--- src/rtl/simple_acc_reduce.sv ---
// Stream reduction stage: sums a run of len_i products modulo 2^DataWidth
// and presents the single sum on a valid-ready output port.
module simple_acc_reduce #(
  parameter int DataWidth = 64,
  parameter int CntWidth  = 8
) (
  input  logic                 clk_i,
  input  logic                 rst_ni,
  input  logic                 start_i,
  input  logic [CntWidth-1:0]  len_i,
  output logic                 busy_o,
  input  logic [DataWidth-1:0] data_i,
  input  logic                 data_valid_i,
  output logic                 data_ready_o,
  output logic [DataWidth-1:0] acc_o,
  output logic                 acc_valid_o,
  input  logic                 acc_ready_i,
  output logic                 done_o
);

  typedef enum logic [1:0] {
    IDLE = 2'd0,
    ACC  = 2'd1,
    OUT  = 2'd2
  } state_e;

  localparam logic [CntWidth-1:0]  CntZero = {CntWidth{1'b0}};
  localparam logic [CntWidth-1:0]  CntOne  = {{(CntWidth-1){1'b0}}, 1'b1};
  localparam logic [DataWidth-1:0] AccZero = {DataWidth{1'b0}};

  state_e               state_q, state_d;
  logic [DataWidth-1:0] acc_q, acc_d;
  logic [CntWidth-1:0]  cnt_q, cnt_d;
  logic [CntWidth-1:0]  len_q, len_d;
  logic                 done_q, done_d;
  logic                 in_hs;
  logic                 out_hs;
  logic                 last_elem;

  // Handshake qualifiers; ready/valid themselves depend on state only.
  assign in_hs     = data_valid_i && data_ready_o;
  assign out_hs    = acc_valid_o && acc_ready_i;
  assign last_elem = (cnt_q == (len_q - CntOne));

  // Next-state and datapath update for the run sequencer.
  always_comb begin
    state_d = state_q;
    acc_d   = acc_q;
    cnt_d   = cnt_q;
    len_d   = len_q;
    done_d  = 1'b0;
    case (state_q)
      IDLE: begin
        if (start_i && (len_i != CntZero)) begin
          len_d   = len_i;
          acc_d   = AccZero;
          cnt_d   = CntZero;
          state_d = ACC;
        end else begin
          state_d = IDLE;
        end
      end
      ACC: begin
        if (in_hs) begin
          acc_d = acc_q + data_i;
          cnt_d = cnt_q + CntOne;
          if (last_elem) begin
            state_d = OUT;
          end else begin
            state_d = ACC;
          end
        end else begin
          state_d = ACC;
        end
      end
      OUT: begin
        if (out_hs) begin
          state_d = IDLE;
          done_d  = 1'b1;
        end else begin
          state_d = OUT;
        end
      end
      default: begin
        state_d = IDLE;
      end
    endcase
  end

  // State and datapath registers; asynchronous reset discards any partial run.
  always_ff @(posedge clk_i or negedge rst_ni) begin
    if (!rst_ni) begin
      state_q <= IDLE;
      acc_q   <= AccZero;
      cnt_q   <= CntZero;
      len_q   <= CntZero;
      done_q  <= 1'b0;
    end else begin
      state_q <= state_d;
      acc_q   <= acc_d;
      cnt_q   <= cnt_d;
      len_q   <= len_d;
      done_q  <= done_d;
    end
  end

  assign busy_o       = (state_q != IDLE);
  assign data_ready_o = (state_q == ACC);
  assign acc_valid_o  = (state_q == OUT);
  assign acc_o        = acc_q;
  assign done_o       = done_q;

endmodule

--- config.mk ---
export PLATFORM = sky130hd
export DESIGN_NAME = simple_acc_reduce
export DESIGN_NICKNAME = d
export VERILOG_FILES = /design/src/rtl/simple_acc_reduce.sv
export SDC_FILE = /design/constraint.sdc
export NUM_CORES = 1
export LEC_CHECK = 0
export ABC_AREA = 1
export BUFFER_PORTS_ARGS = -buffer_cell sky130_fd_sc_hd__buf_4
export CAP_MARGIN = 20
export CORE_UTILIZATION = 26
export DETAILED_ROUTE_END_ITERATION = 16
export GPL_TIMING_DRIVEN = 1
export PLACE_DENSITY_LB_ADDON = 0.1
export SLEW_MARGIN = 20
export SYNTH_ARGS = -nofsm -noshare
export SYNTH_HDL_FRONTEND = slang
export SYNTH_SLANG_ARGS = --single-unit
export TNS_END_PERCENT = 30
--- constraint.sdc ---
create_clock -name clk_i -period 2.9 [get_ports clk_i]
set_input_delay 0.29 -clock clk_i [delete_from_list [all_inputs] [get_ports clk_i]]
set_output_delay 0.29 -clock clk_i [all_outputs]
set_load 0.02 [all_outputs]
Word level (Yosys, flattened, before mapping)
Cells that the tools add are included.
{"block": "word_totals", "output_inout_bits": 68, "memories": 0, "in_bits": 77, "reg_bits": 83, "mem_bits_ro": 0, "latchBits": 0, "ram_bits": 0}
{"block": "op_classes", "reduce_logical": 9, "eq_ne": 5, "n_bitwise": 0, "addsub": 3, "shifts": 0, "n_div": 0, "magnitude_cmp": 0, "muxes": 13, "multipliers": 0}
{"cell": "two-way mux 64 bit", "n": 2}
{"cell": "case mux 64 bit (2 select lines)", "n": 1}
{"cell": "adder 64 bit", "n": 1}
{"cell": "two-way mux 8 bit", "n": 2}
{"cell": "case mux 8 bit (2 select lines)", "n": 1}
{"cell": "adder 8 x 1 -> 8 bit, second input constant", "n": 1}
{"cell": "equality test 8 bit", "n": 1}
{"cell": "nonzero test 8 bit", "n": 1}
{"cell": "subtractor 8 x 1 -> 8 bit, second input constant", "n": 1}
{"cell": "two-way mux 2 bit", "n": 3}
{"cell": "case mux 2 bit (3 select lines)", "n": 1}
{"cell": "nonzero test 2 bit", "n": 2}
{"cell": "logical AND 1 bit", "n": 3}
{"cell": "two-way mux 1 bit", "n": 3}
{"cell": "AND reduction 3 bit", "n": 1}
{"cell": "equality test 2 x 1 -> 1 bit, second input constant", "n": 1}
{"cell": "equality test 2 bit, second input constant", "n": 1}
{"cell": "zero test 2 bit", "n": 1}
{"cell": "!= test 2 x 1 -> 1 bit, second input constant", "n": 1}
{"cell": "!= test 2 bit, second input constant", "n": 1}
{"cell": "AND reduction 2 bit", "n": 1}

Logic depth before layout (Yosys ltp)
{"block": "depth", "depth_word": 5, "depth_mapped": 16, "ltp_nobuf": 16}

Worst setup path after synthesis
Ideal clock, no wire load.
{"block": "synth_path", "kind": "reg-to-reg", "start": "register acc_q[0] (netlist: acc_o[0])", "end": "register acc_q[48] (netlist: acc_o[48])", "path_buffers": 0, "setup_slack_ns": 0.828, "setup_ns": 0.117, "period_less_slack_ns": 2.072, "t_arrival_ns": 1.955, "stages_incl_launch_ff": 15, "cell_sequence": "dfrtp_1 > ha_1 > inv_1 > fa_1 > nand3b_1 > nand2_2 > nand2_1 > nand2_1 > nand2_1 > nand2_1 > nand3_1 > nand3_1 > nand2_1 > nand3_1 > nand2_1"}
{"block": "synth_via", "elab_chain_cells": 3}
{"element": "start: declaration", "line": "32", "text": "logic [DataWidth-1:0] acc_q, acc_d;"}
{"element": "start signal: assignment", "line": "94", "text": "acc_q <= AccZero;"}
{"element": "adder 64 bit", "line": "65", "text": "acc_d = acc_q + data_i;"}
{"element": "two-way mux 64 bit", "line": "64", "text": "if (in_hs) begin"}
{"element": "case mux 64 bit (2 select lines)", "line": "52", "text": "case (state_q)"}
No other way between the ends. The select of a mux whose other input is x is not followed.
A chain may end at the register's enable or synchronous reset.

Worst setup path in the final report
{"block": "layout_path", "start": "register acc_q[31] (netlist: acc_o[31])", "end": "register acc_q[49] (netlist: acc_o[49])"}
The elaborated chain is that of the path after synthesis.

==> metrics <==
status=completed; CTS Buf Count=9; die width=191 um; Overall Global Routing Usage=20.9%; crit path DAT=2.82 ns; Top FF cell, synth=dfrtp_1; antenna cell count=0; HP Class=in2reg; die area=36300 um^2; Clock Sinks=83; Setup Skew=0.0198 ns; Pre-antenna DRT Iters=7; number of top-level pins=145; initial antenna violation count=0; Final setup viols=0; post-synthesis xor/xnor area fraction=1.89%; Worst Path Max Fanout=5; Resized cells post-CTS=0; CTS root buf=clkbuf_16; WP data required=3.17 ns; Synth Area in Compound Gates=6.98%; Max Transition Viols Final=0; CTS Buffer Depth=2; top cells by area, synth=nand2_1, dfrtp_1, inv_1; pin count of the biggest net entering global routing=45; commonest cells in the netlist=nand2_1, inv_1, nor2_1; Post-Syn Instances=1656; normalized max-slew margin=51.2%; crit path capture type=flop; first-pass GRT wire length=56400 um; CP max-delay cell=nor3_1; count leader, synth=nand2_1; max incr delay on CP=0.61 ns; core area=34800 um^2; Final Power=12.3 mW; Congestion Overflow GR=0; MaxCap Viol Count=0; VDD IR-drop max=0.394 mV; Fin. Hold Viols=0; total wire length=36800 um; number of synthesis warnings=0; Final #Nets=1955; Pleak=6.84 nW; DR vias=10.0k; remaining antenna violation count=0; Max Freq=393 MHz; share of the synthesized area in the top cell type=29.2%; Vias/cell=4.41; H-tree depth=3; Port Buffers=144; Distinct cells, synth=35; asr flop ratio synth=100%; largest family of logic cells by synthesized area=simple AND/OR/NAND/NOR gates; sequential area share after synthesis=22.4%; Power per Cell Area=1090 nW/um^2; drc violations=0; RSZ-0062 raised after global routing=no; number of global-route vias before repair=9923; setup tns final=0 ns; Post-Synth Simple-Gate Area=43.4%; clk_lat worst skew=0.39 ns; Synth area leader=nand2_1; Clock Pin Slew Worst Setup and Hold Paths=0.08 ns; Synth Area per Inst=5.59 um^2; layout cells sized above 1=12.4%; Least-Margin Pin Slew=0.726 ns; Detailed Place HPWL=30700 um; Post-Syn Area=9250 um^2; final worst hold slack=0.154 ns; period utilization=87.8%; Worst path most repeated cell=nand2_1; Worst Path Buf+Inv=1; CTS tree=done; Final min period=2.55 ns; syn nets=1799; flops & latches, synth=83; Post-CTS Setup Bufs=0; filler instances=4040; crit-path cells=ha_1 > nand2_1 > nor2_1 > inv_1 > nor3_1 > nand3_1 > nand2_1 > nand2_1 > nand3_1 > nand2_1; DR iter-0 viols=517; Crit path max-delay family=simple AND/OR/NAND/NOR gates; Post-synth EDFFs=0; Initial Util=26.6%; Die Y=191 um; post-synthesis mux area share=0.487%; Core Rows=68; Area Growth Syn to Fin=21.8%; kind of critical path=reg2reg; Adder-Cell Fraction of Synth Area=9.00%; Placer Congestion=0.933; Critical Path Start Type=flop; DR WL/cell=16.2 um
## registers in the layout, summed over array words and instances, names as in the netlist
register / cells
acc_o: 64
cnt_q: 8
len_q: 8
state_q: 2
done_o: 1
## what timing repair did
| action | CTS | global route |
|---|---|---|
| setup endpoints to repair | 0 | 0 |
| hold buffers | 1 | 0 |
| hold endpoints to repair | 39 | 0 |
## final cells by class
cell class | count | area [um^2] | area share [%]
Multi-Input combinational cell | 1200 | 5720 | 50.7
Sequential cell | 83 | 2080 | 18.4
Inverter | 358 | 1340 | 11.9
Timing Repair Buffer | 160 | 1250 | 11.1
Tap cell | 455 | 569 | 5.05
Clock buffer | 9 | 225 | 2.00
Clock inverter | 7 | 90.1 | 0.799
## report_power, final
part	internal (mW)	total, mW	switching (mW)
registers	1.72	2.26	0.537
clock network	0.693	1.31	0.616
logic	2.96	8.70	5.74
total	5.37	12.3	6.89
## per-layer routing
metal  track usage [%]  routed length (um)  part of all wire (%)  up-vias
met5                 0                   0                     0        -
met4              4.74                 525                   1.4        0
met3              3.85                1610                   4.4       29
met2              35.9               17500                    48      205
met1              27.0               17100                    47     4494
li1                  -                   -                     -     5283
## worst min-delay path: cells and delay by family
family,cells,cell delay (ns)
buffers and inverters,2,0.16
AND/OR/NAND/NOR,1,0.04
## final timing paths
kind                       cells after the start                    end  slack (ns)                  start
hold reg to reg                                2   acc_o[9]$_DFFE_PN0P_        0.50   acc_o[9]$_DFFE_PN0P_
hold / removal                                 3       done_o$_DFF_PN0_        0.15            acc_ready_i
min in group asynchronous                      2   acc_o[8]$_DFFE_PN0P_        0.47                 rst_ni
setup / recovery                              10  acc_o[49]$_DFFE_PN0P_        0.35  acc_o[31]$_DFFE_PN0P_
setup reg to reg                              10  acc_o[49]$_DFFE_PN0P_        0.35  acc_o[31]$_DFFE_PN0P_
max in group asynchronous                      3  acc_o[51]$_DFFE_PN0P_        1.73                 rst_ni
## metrics by stage
| stage | setup slack, ns | instance area [um^2] | utilization, % | std cells |
|---|---|---|---|---|
| 2_1_floorplan | 0.828 | 9250 | - | 1656 |
| 3_3_place_gp | 0.393 | 10900 | 31.5 | 2255 |
| 3_5_place_dp | 0.397 | 10900 | 31.5 | 2255 |
| 4_1_cts | 0.375 | 11300 | 32.4 | 2272 |
| 5_1_grt | 0.194 | 11300 | 32.4 | 2272 |
| 6_report | 0.352 | 11300 | 32.4 | 2272 |
## cells in the final DEF, fill, tap and decap left out, drive strengths merged
cell type    Yosys  routed
nand2          737     737
inv            357     361
buf             12     159
nor2           123     123
nand3           88      88
dfrtp           83      83
a21oi           71      71
ha              65      65
o21ai           46      46
nor3            21      21
xnor2           12      12
nand4            9       9
clkbuf           3       9
xor2             8       8
mux2             4       4
o21bai           3       3
nor4             3       3
clkinv           1       3
o22ai            2       2
nand3b           2       2
a22o             2       2
or2              1       1
a21boi           1       1
and2             1       1
fa               1       1
bufinv           0       1
dlygate4sd3      0       1
## cells by family after synthesis
family	count (synthesis)
mux	4
flops	83
fa+ha+maj	66
simple gates	985
buf+inv	373
xor+xnor	20
compound gates	125
(Power assumes the default switching activity.)
